## config.mk

```make
export PLATFORM = sky130hd
export DESIGN_NAME = bip_fetch_unit
export DESIGN_NICKNAME = d
export VERILOG_FILES = /design/src/rtl/bip_fetch_unit.sv
export SDC_FILE = /design/constraint.sdc
export NUM_CORES = 1
export LEC_CHECK = 0
export ABC_AREA = 1
export CELL_PAD_IN_SITES_DETAIL_PLACEMENT = 1
export CELL_PAD_IN_SITES_GLOBAL_PLACEMENT = 1
export CORE_MARGIN = 2
export CORE_UTILIZATION = 29
export DETAILED_ROUTE_END_ITERATION = 10
export GPL_ROUTABILITY_DRIVEN = 0
export GPL_TIMING_DRIVEN = 0
export PLACE_DENSITY_LB_ADDON = 0.1
export SLEW_MARGIN = 25
export SYNTH_ARGS = -nofsm -noshare
export SYNTH_HDL_FRONTEND = slang
export SYNTH_SLANG_ARGS = --single-unit
export TNS_END_PERCENT = 50
```

## constraint.sdc

```tcl
create_clock -name CLK -period 2.9 [get_ports CLK]
set_input_delay 0.58 -clock CLK [delete_from_list [all_inputs] [get_ports CLK]]
set_output_delay 0.58 -clock CLK [all_outputs]
set_load 0.1 [all_outputs]
```

## src/rtl/bip_fetch_unit.sv

```systemverilog
// BIP instruction-fetch and sequencing stage: PC, program-memory read, IR and halt flags.
// Optional active-cycle counter enabled by defining BIP_CYCLE_COUNT_EN.
module bip_fetch_unit #(
    parameter int PC_WIDTH     = 11,
    parameter int OPCODE_WIDTH = 5,
    parameter int INSTR_WIDTH  = 16,
    parameter int MAX_OPCODE   = 7
) (
    input  logic                            CLK,
    input  logic                            RST,
    input  logic                            START,
    output logic [PC_WIDTH-1:0]             PM_ADDR,
    output logic                            PM_RD_EN,
    input  logic [INSTR_WIDTH-1:0]          PM_DATA,
    output logic [OPCODE_WIDTH-1:0]         OPCODE,
    output logic [INSTR_WIDTH-OPCODE_WIDTH-1:0] OPERAND,
    output logic                            INSTR_VALID,
    input  logic                            WR_PC,
    output logic                            HALTED,
    output logic                            ILLEGAL_OP,
    output logic [31:0]                     CYCLE_COUNT
);

    localparam logic [OPCODE_WIDTH-1:0] MAX_OP_L = MAX_OPCODE[OPCODE_WIDTH-1:0];

    typedef enum logic [2:0] {
        ST_IDLE  = 3'd0,
        ST_FETCH = 3'd1,
        ST_LOAD  = 3'd2,
        ST_EXEC  = 3'd3,
        ST_HALT  = 3'd4
    } state_t;

    state_t                   state_r;
    logic [PC_WIDTH-1:0]      pc_r;
    logic [INSTR_WIDTH-1:0]   ir_r;
    logic                     pm_rd_en_r;
    logic                     instr_valid_r;
    logic                     halted_r;
    logic                     illegal_op_r;

    function automatic logic is_illegal(input logic [OPCODE_WIDTH-1:0] op);
        return (op > MAX_OP_L);
    endfunction

    // Sequencer: strobes are set on the edge entering their state so they are registered.
    always_ff @(posedge CLK) begin
        if (RST) begin
            state_r       <= ST_IDLE;
            pc_r          <= {PC_WIDTH{1'b0}};
            ir_r          <= {INSTR_WIDTH{1'b0}};
            pm_rd_en_r    <= 1'b0;
            instr_valid_r <= 1'b0;
            halted_r      <= 1'b0;
            illegal_op_r  <= 1'b0;
        end else begin
            case (state_r)
                ST_IDLE: begin
                    if (START) begin
                        state_r    <= ST_FETCH;
                        pm_rd_en_r <= 1'b1;
                    end else begin
                        state_r    <= ST_IDLE;
                        pm_rd_en_r <= 1'b0;
                    end
                end
                ST_FETCH: begin
                    state_r    <= ST_LOAD;
                    pm_rd_en_r <= 1'b0;
                end
                ST_LOAD: begin
                    ir_r          <= PM_DATA;
                    state_r       <= ST_EXEC;
                    instr_valid_r <= 1'b1;
                end
                ST_EXEC: begin
                    instr_valid_r <= 1'b0;
                    if (WR_PC) begin
                        pc_r       <= pc_r + {{(PC_WIDTH-1){1'b0}}, 1'b1};
                        state_r    <= ST_FETCH;
                        pm_rd_en_r <= 1'b1;
                    end else begin
                        halted_r     <= 1'b1;
                        illegal_op_r <= is_illegal(ir_r[INSTR_WIDTH-1 -: OPCODE_WIDTH]);
                        state_r      <= ST_HALT;
                    end
                end
                ST_HALT: begin
                    state_r       <= ST_HALT;
                    pm_rd_en_r    <= 1'b0;
                    instr_valid_r <= 1'b0;
                end
                default: begin
                    state_r       <= ST_IDLE;
                    pm_rd_en_r    <= 1'b0;
                    instr_valid_r <= 1'b0;
                end
            endcase
        end
    end

`ifdef BIP_CYCLE_COUNT_EN
    logic [31:0] cycle_count_r;
    logic        active_s;

    assign active_s = (state_r == ST_FETCH) || (state_r == ST_LOAD) || (state_r == ST_EXEC);

    // Saturating count of cycles spent executing instructions.
    always_ff @(posedge CLK) begin
        if (RST) begin
            cycle_count_r <= 32'd0;
        end else if (active_s && (cycle_count_r != 32'hFFFF_FFFF)) begin
            cycle_count_r <= cycle_count_r + 32'd1;
        end else begin
            cycle_count_r <= cycle_count_r;
        end
    end

    assign CYCLE_COUNT = cycle_count_r;
`else
    assign CYCLE_COUNT = 32'd0;
`endif

    assign PM_ADDR     = pc_r;
    assign PM_RD_EN    = pm_rd_en_r;
    assign OPCODE      = ir_r[INSTR_WIDTH-1 -: OPCODE_WIDTH];
    assign OPERAND     = ir_r[INSTR_WIDTH-OPCODE_WIDTH-1:0];
    assign INSTR_VALID = instr_valid_r;
    assign HALTED      = halted_r;
    assign ILLEGAL_OP  = illegal_op_r;

endmodule

```

==> run_summary.xml, run 1 <==
<?xml version="1.0" encoding="UTF-8"?>
<metrics>
  <group name="run_status">
    <metric name="status" unit="">complete, no violations</metric>
  </group>
  <group name="route">
    <metric name="drt-total-wl" unit="um">3990</metric>
    <metric name="route.antenna.remaining_nets" unit="">0</metric>
    <metric name="viasPerCell" unit="">4.055</metric>
    <metric name="route.detailed.wl_per_inst" unit="um">10.39</metric>
    <metric name="detail_route.iter0.violations" unit="">26</metric>
    <metric name="drtPass1Iterations" unit="">4</metric>
    <metric name="route.detailed.drc" unit="">0</metric>
    <metric name="vias" unit="">1557</metric>
  </group>
  <group name="synth">
    <metric name="synth_async_sr_flop_share" unit="">0</metric>
    <metric name="synth_area" unit="um^2">1622</metric>
    <metric name="synth_ff_type" unit="">dfxtp_1</metric>
    <metric name="yosys.area.top_type_share" unit="">0.4198</metric>
    <metric name="ys_seq_elements" unit="">34</metric>
    <metric name="synth_enable_flop_cells" unit="">0</metric>
    <metric name="seq_total_area_yosys" unit="">0.4198</metric>
    <metric name="yosys_warnings" unit="">0</metric>
    <metric name="syn_inst" unit="">225</metric>
    <metric name="synth_top_cells_by_area" unit="">dfxtp_1, buf_4, nor2_1</metric>
    <metric name="post_synth_num_cell_types" unit="">18</metric>
    <metric name="synthDominantAreaCellType" unit="">dfxtp_1</metric>
    <metric name="syn_avg_cell_area" unit="um^2">7.207</metric>
  </group>
  <group name="grt">
    <metric name="largest_net_degree_at_the_start_of_global_routing" unit="">11</metric>
    <metric name="grt_util_met3" unit="">0.06023</metric>
    <metric name="grt_pass1_vias" unit="">1549</metric>
    <metric name="gr-usage-met1" unit="">0.1640</metric>
    <metric name="grt_first_pass_wirelength" unit="um">6858</metric>
    <metric name="grt_most_used_layer" unit="">met2</metric>
    <metric name="grt_overflow" unit="">0</metric>
    <metric name="gr-usage-all-layers" unit="">0.1394</metric>
    <metric name="number_of_antenna_violations_at_the_first_check_in_global_routing" unit="">0</metric>
    <metric name="grt_util_met2" unit="">0.2248</metric>
  </group>
  <group name="sta">
    <metric name="setup-tns-final" unit="ns">0</metric>
    <metric name="final_hold_viol_count" unit="">0</metric>
    <metric name="highest_clock_rate" unit="GHz">0.4060</metric>
    <metric name="timing.final.crit_period" unit="ns">2.463</metric>
    <metric name="worstMarginPinSlew" unit="ns">1.011</metric>
    <metric name="grt_setup_unrepaired" unit="">false</metric>
    <metric name="number_of_pins_with_negative_max_slew_slack_in_the_final_report" unit="">0</metric>
    <metric name="final.period_utilization" unit="">0.8494</metric>
    <metric name="maxSlewHeadroom" unit="">0.3236</metric>
    <metric name="skew" unit="ns">0.004646</metric>
    <metric name="setup_viol" unit="">0</metric>
  </group>
  <group name="power">
    <metric name="power_density" unit="nW/um^2">621.6</metric>
    <metric name="share_clk_of_total_power" unit="">0.296</metric>
    <metric name="share_comb_of_total_power" unit="">0.364</metric>
    <metric name="total_switching_power" unit="mW">0.6222</metric>
    <metric name="seq_power_share" unit="">0.340</metric>
    <metric name="vdd_drop_max" unit="V">0.0002940</metric>
    <metric name="netSwitchingFraction" unit="">0.4118</metric>
    <metric name="p_int" unit="mW">0.8889</metric>
    <metric name="leak_pwr" unit="nW">1.078</metric>
    <metric name="total_power" unit="mW">1.511</metric>
  </group>
  <group name="final_layout">
    <metric name="final-seq-area" unit="um^2">680.7</metric>
    <metric name="fin_nets" unit="">333</metric>
    <metric name="drive_above_1_share" unit="">0.1506</metric>
    <metric name="num_antenna_cells" unit="">0</metric>
    <metric name="areaGrowthSynthToFinish" unit="%">49.92</metric>
    <metric name="fillerInstances" unit="">705</metric>
    <metric name="multi_input_area" unit="um^2">715.7</metric>
  </group>
  <group name="setup_path">
    <metric name="setup.worst_path.end_class" unit="">output pin</metric>
    <metric name="timing.reg2reg.worst_path_depth" unit="">8</metric>
    <metric name="reg2reg_slack" unit="ns">1.38</metric>
    <metric name="cp_top_family" unit="">buffers and inverters</metric>
    <metric name="capture_point_of_the_worst_reg_to_reg_path" unit="">PM_ADDR[6]$_SDFFE_PP0P_</metric>
    <metric name="critPathRequiredTime" unit="ns">2.32</metric>
    <metric name="critical_path.slowest_cell" unit="">clkdlybuf4s50_1</metric>
    <metric name="critPathMaxStageDelay" unit="ns">1.17</metric>
    <metric name="cp_max_fo" unit="">6</metric>
    <metric name="start_of_the_worst_register_to_register_path" unit="">PM_ADDR[0]$_SDFFE_PP0P_</metric>
    <metric name="worstPathArrival" unit="ns">1.88</metric>
    <metric name="timing.critical_path.buf_inv" unit="">1</metric>
    <metric name="timing.critical_path.cells" unit="">clkdlybuf4s50_1</metric>
    <metric name="crit_cells" unit="">1</metric>
    <metric name="critical_path_class" unit="">reg2out</metric>
    <metric name="startpoint_type" unit="">flop</metric>
  </group>
  <group name="min_path">
    <metric name="hold_path_class" unit="">reg2reg</metric>
    <metric name="number_of_stages_on_the_worst_hold_path" unit="">2</metric>
    <metric name="worst_hold_path_ep" unit="">HALTED$_SDFFE_PP0P_</metric>
    <metric name="holdCritStartpoint" unit="">HALTED$_SDFFE_PP0P_</metric>
  </group>
  <group name="clock_tree">
    <metric name="post_cts_resize_count" unit="">0</metric>
    <metric name="cts_num_sinks" unit="">34</metric>
    <metric name="numCtsBuffers" unit="">5</metric>
    <metric name="cts_root_buffer" unit="">clkbuf_8</metric>
    <metric name="clk_pin_slew" unit="ns">0.07</metric>
    <metric name="number_of_levels_in_the_clock_h_tree" unit="">2</metric>
    <metric name="ctsHoldBuffers" unit="">0</metric>
    <metric name="insertion_delay" unit="ns">0.28</metric>
    <metric name="ctsLongestPathBuffers" unit="">2</metric>
    <metric name="cts_tree" unit="">yes</metric>
    <metric name="cts_post_setup_buffers_inserted" unit="">0</metric>
  </group>
  <group name="floorplan">
    <metric name="initial_core_util" unit="">0.2981</metric>
    <metric name="boundaryPins" unit="">83</metric>
    <metric name="fp-row-count" unit="">27</metric>
    <metric name="area_of_the_placeable_core" unit="um^2">5439</metric>
    <metric name="design.die.area" unit="um^2">6206</metric>
    <metric name="fp.dieW" unit="um">78.78</metric>
    <metric name="fp.dieH" unit="um">78.78</metric>
  </group>
  <group name="flow_run">
    <metric name="max-cap-violations" unit="">0</metric>
  </group>
  <group name="place">
    <metric name="dp.final_hpwl" unit="um">3016</metric>
    <metric name="place.port_buffers" unit="">49</metric>
  </group>
</metrics>
worst max-delay path by stage:
stage                     slack (ns)                    start                      end
after floorplan                 0.80  PM_ADDR[0]$_SDFFE_PP0P_  PM_ADDR[6]$_SDFFE_PP0P_
after global placement          0.76  PM_ADDR[2]$_SDFFE_PP0P_               PM_ADDR[2]
after detailed placement        0.74  PM_ADDR[2]$_SDFFE_PP0P_               PM_ADDR[2]
after CTS                       0.42  PM_ADDR[2]$_SDFFE_PP0P_               PM_ADDR[2]
after global routing            0.38  PM_ADDR[2]$_SDFFE_PP0P_               PM_ADDR[2]
final                           0.44  PM_ADDR[2]$_SDFFE_PP0P_               PM_ADDR[2]
cells in the mapped netlist (2+ instances only):
cell type / n
a21oi_1: 9
xor2_1: 2
nor2_1: 57
buf_2: 2
nand2_1: 30
buf_4: 34
dfxtp_1: 34
nand3_1: 9
o21ai_0: 18
inv_1: 18
nand4_1: 5
layer usage:
metal	share of wire	vias up
met1	0.44	691
met2	0.45	50
met4	0.014	0
met5	0	-
met3	0.096	7
li1	-	809
area by class of cell:
type	instances	share of cell area
repair buffers	49	0.2017
plain buffers	38	0.1127
clock inverters	1	0.01235
multi-input cells	166	0.2944
well taps	72	0.03706
clock buffers	6	0.03397
flip-flops and latches	34	0.2800
inverters	18	0.02779
flip-flops by register name, summed over array words and instances (netlist names):
register	flops
state_r	3
INSTR_VALID	1
ir_r	16
PM_RD_EN	1
PM_ADDR	11
HALTED	1
ILLEGAL_OP	1
through the flow:
stage	worst slack [ns]	hold slack, ns	cell area (um^2)	utilization	instances
after floorplan	0.7971	0.4803	1738	-	256
after global placement	0.7570	0.4546	2318	0.4263	377
after detailed placement	0.7449	0.4592	2318	0.4263	377
after CTS	0.4199	0.4822	2431	0.4470	384
after global routing	0.3786	0.5129	2431	0.4470	384
final	0.4368	0.4767	2431	0.4470	384
layout by cell type (no fill, tap or decap):
master | synthesis | routed
conb_1 | 1 | 32
xor2_1 | 2 | 2
clkbuf_1 | 1 | 1
o21ai_0 | 18 | 18
nand3_1 | 9 | 9
ha_1 | 1 | 1
nand3_2 | 1 | 1
inv_1 | 18 | 18
clkbuf_2 | 1 | 1
dfxtp_1 | 34 | 34
clkdlybuf4s50_1 | 0 | 49
clkbuf_8 | 0 | 6
nor2_4 | 1 | 1
a21oi_1 | 9 | 9
nand2_1 | 30 | 30
nand4_1 | 5 | 5
buf_4 | 34 | 34
nor2_1 | 57 | 57
nor2_2 | 1 | 1
buf_2 | 2 | 2
bufinv_16 | 0 | 1
kinds of logic after synthesis:
kind of cell / share of synthesized area
AND/OR/NAND/NOR: 0.2654
other: 0.002313
XOR/XNOR: 0.01080
flip-flops: 0.4198
adder cells (fa/ha/maj): 0.007715
AO/OA/AOI/OAI: 0.08333
buffers and inverters: 0.2106
power by group through the flow:
stage | sequential, mW | clock (mW) | combinational [mW]
after global routing | 0.518 | 0.482 | 0.578
after global placement | 0.524 | 0 | 0.549
after CTS | 0.515 | 0.464 | 0.551
final | 0.514 | 0.447 | 0.550
after detailed placement | 0.524 | 0 | 0.551
after floorplan | 0.705 | 0 | 0.276
Note: power is estimated with default switching activity, not from simulation.
==> run 2: changes to the inputs <==
CORE_UTILIZATION = 27   (was 29)
clock period = 2.5 ns   (was 2.9 ns; I/O delays follow)
==> run 2 against run 1 <==
Sequential share of layout area grew 0.26 points. Setup slack lost 0.30 ns. Design area shrank 0.93%. Critical path depth is the same. Cell count grew 1.0%. Global-route usage shrank 0.89 points. Count of clock-buffer cells in the layout is the same. Clock power shrank 8.9%. Largest cell class unchanged.
==> run_summary.xml, run 2 (synthesis results as in run 1) <==
<?xml version="1.0" encoding="UTF-8"?>
<metrics>
  <group name="run_status">
    <metric name="status" unit="">complete, no violations</metric>
  </group>
  <group name="min_path">
    <metric name="holdCritStartpoint" unit="">ILLEGAL_OP$_SDFFE_PP0P_</metric>
    <metric name="number_of_stages_on_the_worst_hold_path" unit="">2</metric>
    <metric name="worst_hold_path_ep" unit="">ILLEGAL_OP$_SDFFE_PP0P_</metric>
    <metric name="hold_path_class" unit="">reg2reg</metric>
  </group>
  <group name="route">
    <metric name="vias" unit="">1548</metric>
    <metric name="route.antenna.remaining_nets" unit="">0</metric>
    <metric name="detail_route.iter0.violations" unit="">27</metric>
    <metric name="drt-total-wl" unit="um">3965</metric>
    <metric name="drtPass1Iterations" unit="">4</metric>
    <metric name="route.detailed.drc" unit="">0</metric>
    <metric name="viasPerCell" unit="">3.990</metric>
    <metric name="route.detailed.wl_per_inst" unit="um">10.22</metric>
  </group>
  <group name="clock_tree">
    <metric name="number_of_levels_in_the_clock_h_tree" unit="">2</metric>
    <metric name="ctsHoldBuffers" unit="">0</metric>
    <metric name="cts_tree" unit="">yes</metric>
    <metric name="post_cts_resize_count" unit="">0</metric>
    <metric name="ctsLongestPathBuffers" unit="">2</metric>
    <metric name="numCtsBuffers" unit="">5</metric>
    <metric name="cts_root_buffer" unit="">clkbuf_8</metric>
    <metric name="cts_post_setup_buffers_inserted" unit="">0</metric>
    <metric name="clk_pin_slew" unit="ns">0.08</metric>
    <metric name="cts_num_sinks" unit="">34</metric>
    <metric name="insertion_delay" unit="ns">0.29</metric>
  </group>
  <group name="floorplan">
    <metric name="fp.dieH" unit="um">81.50</metric>
    <metric name="initial_core_util" unit="">0.2772</metric>
    <metric name="design.die.area" unit="um^2">6641</metric>
    <metric name="area_of_the_placeable_core" unit="um^2">5851</metric>
    <metric name="fp.dieW" unit="um">81.50</metric>
    <metric name="fp-row-count" unit="">28</metric>
    <metric name="boundaryPins" unit="">83</metric>
  </group>
  <group name="flow_run">
    <metric name="max-cap-violations" unit="">0</metric>
  </group>
  <group name="grt">
    <metric name="grt_overflow" unit="">0</metric>
    <metric name="grt_first_pass_wirelength" unit="um">6637</metric>
    <metric name="number_of_antenna_violations_at_the_first_check_in_global_routing" unit="">0</metric>
    <metric name="gr-usage-all-layers" unit="">0.1306</metric>
    <metric name="grt_pass1_vias" unit="">1499</metric>
    <metric name="largest_net_degree_at_the_start_of_global_routing" unit="">12</metric>
  </group>
  <group name="final_layout">
    <metric name="drive_above_1_share" unit="">0.1502</metric>
    <metric name="areaGrowthSynthToFinish" unit="%">48.53</metric>
    <metric name="fillerInstances" unit="">762</metric>
    <metric name="layout.cells.most_common" unit="">nor2_1</metric>
    <metric name="regMostFlops" unit="">ir_r</metric>
    <metric name="fin_nets" unit="">333</metric>
    <metric name="mostFrequentLayoutCells" unit="">nor2_1, clkdlybuf4s50_1, dfxtp_1, buf_4, conb_1</metric>
    <metric name="largest_register_ff_count" unit="">16</metric>
    <metric name="num_antenna_cells" unit="">0</metric>
    <metric name="final_util" unit="">0.4117</metric>
    <metric name="instances_no_fill" unit="">388</metric>
  </group>
  <group name="place">
    <metric name="dp.final_hpwl" unit="um">2989</metric>
    <metric name="placed_cells_incl_taps" unit="">380</metric>
    <metric name="place.port_buffers" unit="">49</metric>
    <metric name="pre_cts_slack" unit="ns">0.4251</metric>
  </group>
  <group name="setup_path">
    <metric name="cp_max_fo" unit="">5</metric>
    <metric name="reg2reg_slack" unit="ns">1.03</metric>
    <metric name="critical_path.slowest_cell" unit="">clkdlybuf4s50_1</metric>
    <metric name="capture_point_of_the_worst_reg_to_reg_path" unit="">PM_ADDR[6]$_SDFFE_PP0P_</metric>
    <metric name="worstPathArrival" unit="ns">1.86</metric>
    <metric name="start_of_the_worst_register_to_register_path" unit="">PM_ADDR[0]$_SDFFE_PP0P_</metric>
    <metric name="critical_path_class" unit="">reg2out</metric>
    <metric name="setup.worst_path.end_class" unit="">output pin</metric>
    <metric name="startpoint_type" unit="">flop</metric>
    <metric name="timing.reg2reg.worst_path_depth" unit="">8</metric>
    <metric name="critPathMaxStageDelay" unit="ns">1.17</metric>
    <metric name="cp_top_family" unit="">buffers and inverters</metric>
    <metric name="timing.critical_path.cells" unit="">clkdlybuf4s50_1</metric>
    <metric name="timing.critical_path.buf_inv" unit="">1</metric>
    <metric name="critPathRequiredTime" unit="ns">2.00</metric>
  </group>
  <group name="power">
    <metric name="p_int" unit="mW">0.9084</metric>
    <metric name="share_clk_of_total_power" unit="">0.248</metric>
    <metric name="share_comb_of_total_power" unit="">0.389</metric>
    <metric name="leak_pwr" unit="nW">1.066</metric>
    <metric name="seq_power_share" unit="">0.363</metric>
    <metric name="total_switching_power" unit="mW">0.7314</metric>
    <metric name="netSwitchingFraction" unit="">0.4460</metric>
    <metric name="total_power" unit="mW">1.640</metric>
    <metric name="power_density" unit="nW/um^2">680.8</metric>
    <metric name="vdd_drop_max" unit="V">0.0002905</metric>
  </group>
  <group name="sta">
    <metric name="finalWorstSetupSlack" unit="ns">0.1368</metric>
    <metric name="final_hold_viol_count" unit="">0</metric>
    <metric name="final.period_utilization" unit="">0.9453</metric>
    <metric name="number_of_pins_with_negative_max_slew_slack_in_the_final_report" unit="">0</metric>
    <metric name="setup_viol" unit="">0</metric>
    <metric name="maxSlewHeadroom" unit="">0.3379</metric>
    <metric name="timing.final.crit_period" unit="ns">2.363</metric>
    <metric name="worstMarginPinSlew" unit="ns">0.9900</metric>
    <metric name="skew" unit="ns">0.008633</metric>
    <metric name="highest_clock_rate" unit="GHz">0.4231</metric>
    <metric name="setup-tns-final" unit="ns">0</metric>
    <metric name="grt_setup_unrepaired" unit="">false</metric>
  </group>
</metrics>
==> run 2: area by class of cell <==
type | count | area, um^2 | share of cell area
clock inverters | 2 | 13.76 | 0.005714
multi-input cells | 166 | 715.7 | 0.2971
well taps | 75 | 93.84 | 0.03896
inverters | 18 | 67.56 | 0.02805
repair buffers | 49 | 490.5 | 0.2036
clock buffers | 6 | 72.57 | 0.03013
plain buffers | 38 | 274.0 | 0.1138
flip-flops and latches | 34 | 680.7 | 0.2826
==> run 2: through the flow <==
| stage | hold WS, ns | cell area, um^2 |
|---|---|---|
| 2_1_floorplan | 0.4803 | 1738 |
| 3_3_place_gp | 0.4554 | 2322 |
| 3_5_place_dp | 0.4659 | 2322 |
| 4_1_cts | 0.4823 | 2409 |
| 5_1_grt | 0.4989 | 2409 |
| 6_report | 0.4725 | 2409 |
==> run 2: worst max path at each step <==
stage	from	to	depth (start not counted)
2_1_floorplan	PM_ADDR[0]$_SDFFE_PP0P_	PM_ADDR[6]$_SDFFE_PP0P_	8
3_3_place_gp	PM_ADDR[2]$_SDFFE_PP0P_	PM_ADDR[2]	1
3_5_place_dp	PM_ADDR[2]$_SDFFE_PP0P_	PM_ADDR[2]	1
4_1_cts	PM_ADDR[2]$_SDFFE_PP0P_	PM_ADDR[2]	1
5_1_grt	PM_ADDR[2]$_SDFFE_PP0P_	PM_ADDR[2]	1
6_report	PM_ADDR[3]$_SDFFE_PP0P_	PM_ADDR[3]	1
==> run 2: per-layer routing <==
metal / track usage / part of all wire / routed length (um) / vias up
met1: 0.1447 / 0.44 / 1737 / 683
met4: 0.04068 / 0.010 / 41 / 0
met5: 0 / 0 / 0 / -
li1: - / - / - / 811
met3: 0.06374 / 0.098 / 389 / 5
met2: 0.2197 / 0.45 / 1796 / 49
==> run 2: power by group through the flow <==
| stage | clock network (mW) | registers, mW | logic [mW] |
|---|---|---|---|
| after floorplan | 0 | 0.818 | 0.320 |
| after global placement | 0 | 0.608 | 0.638 |
| after detailed placement | 0 | 0.608 | 0.640 |
| after CTS | 0.428 | 0.595 | 0.641 |
| after global routing | 0.449 | 0.599 | 0.670 |
| final | 0.407 | 0.595 | 0.638 |
==> run 2: worst min-delay path, cell delays in order (launching register included) <==
cell and delay (ns):
dfxtp_1 0.32, nand2_1 0.06, a21oi_1 0.05
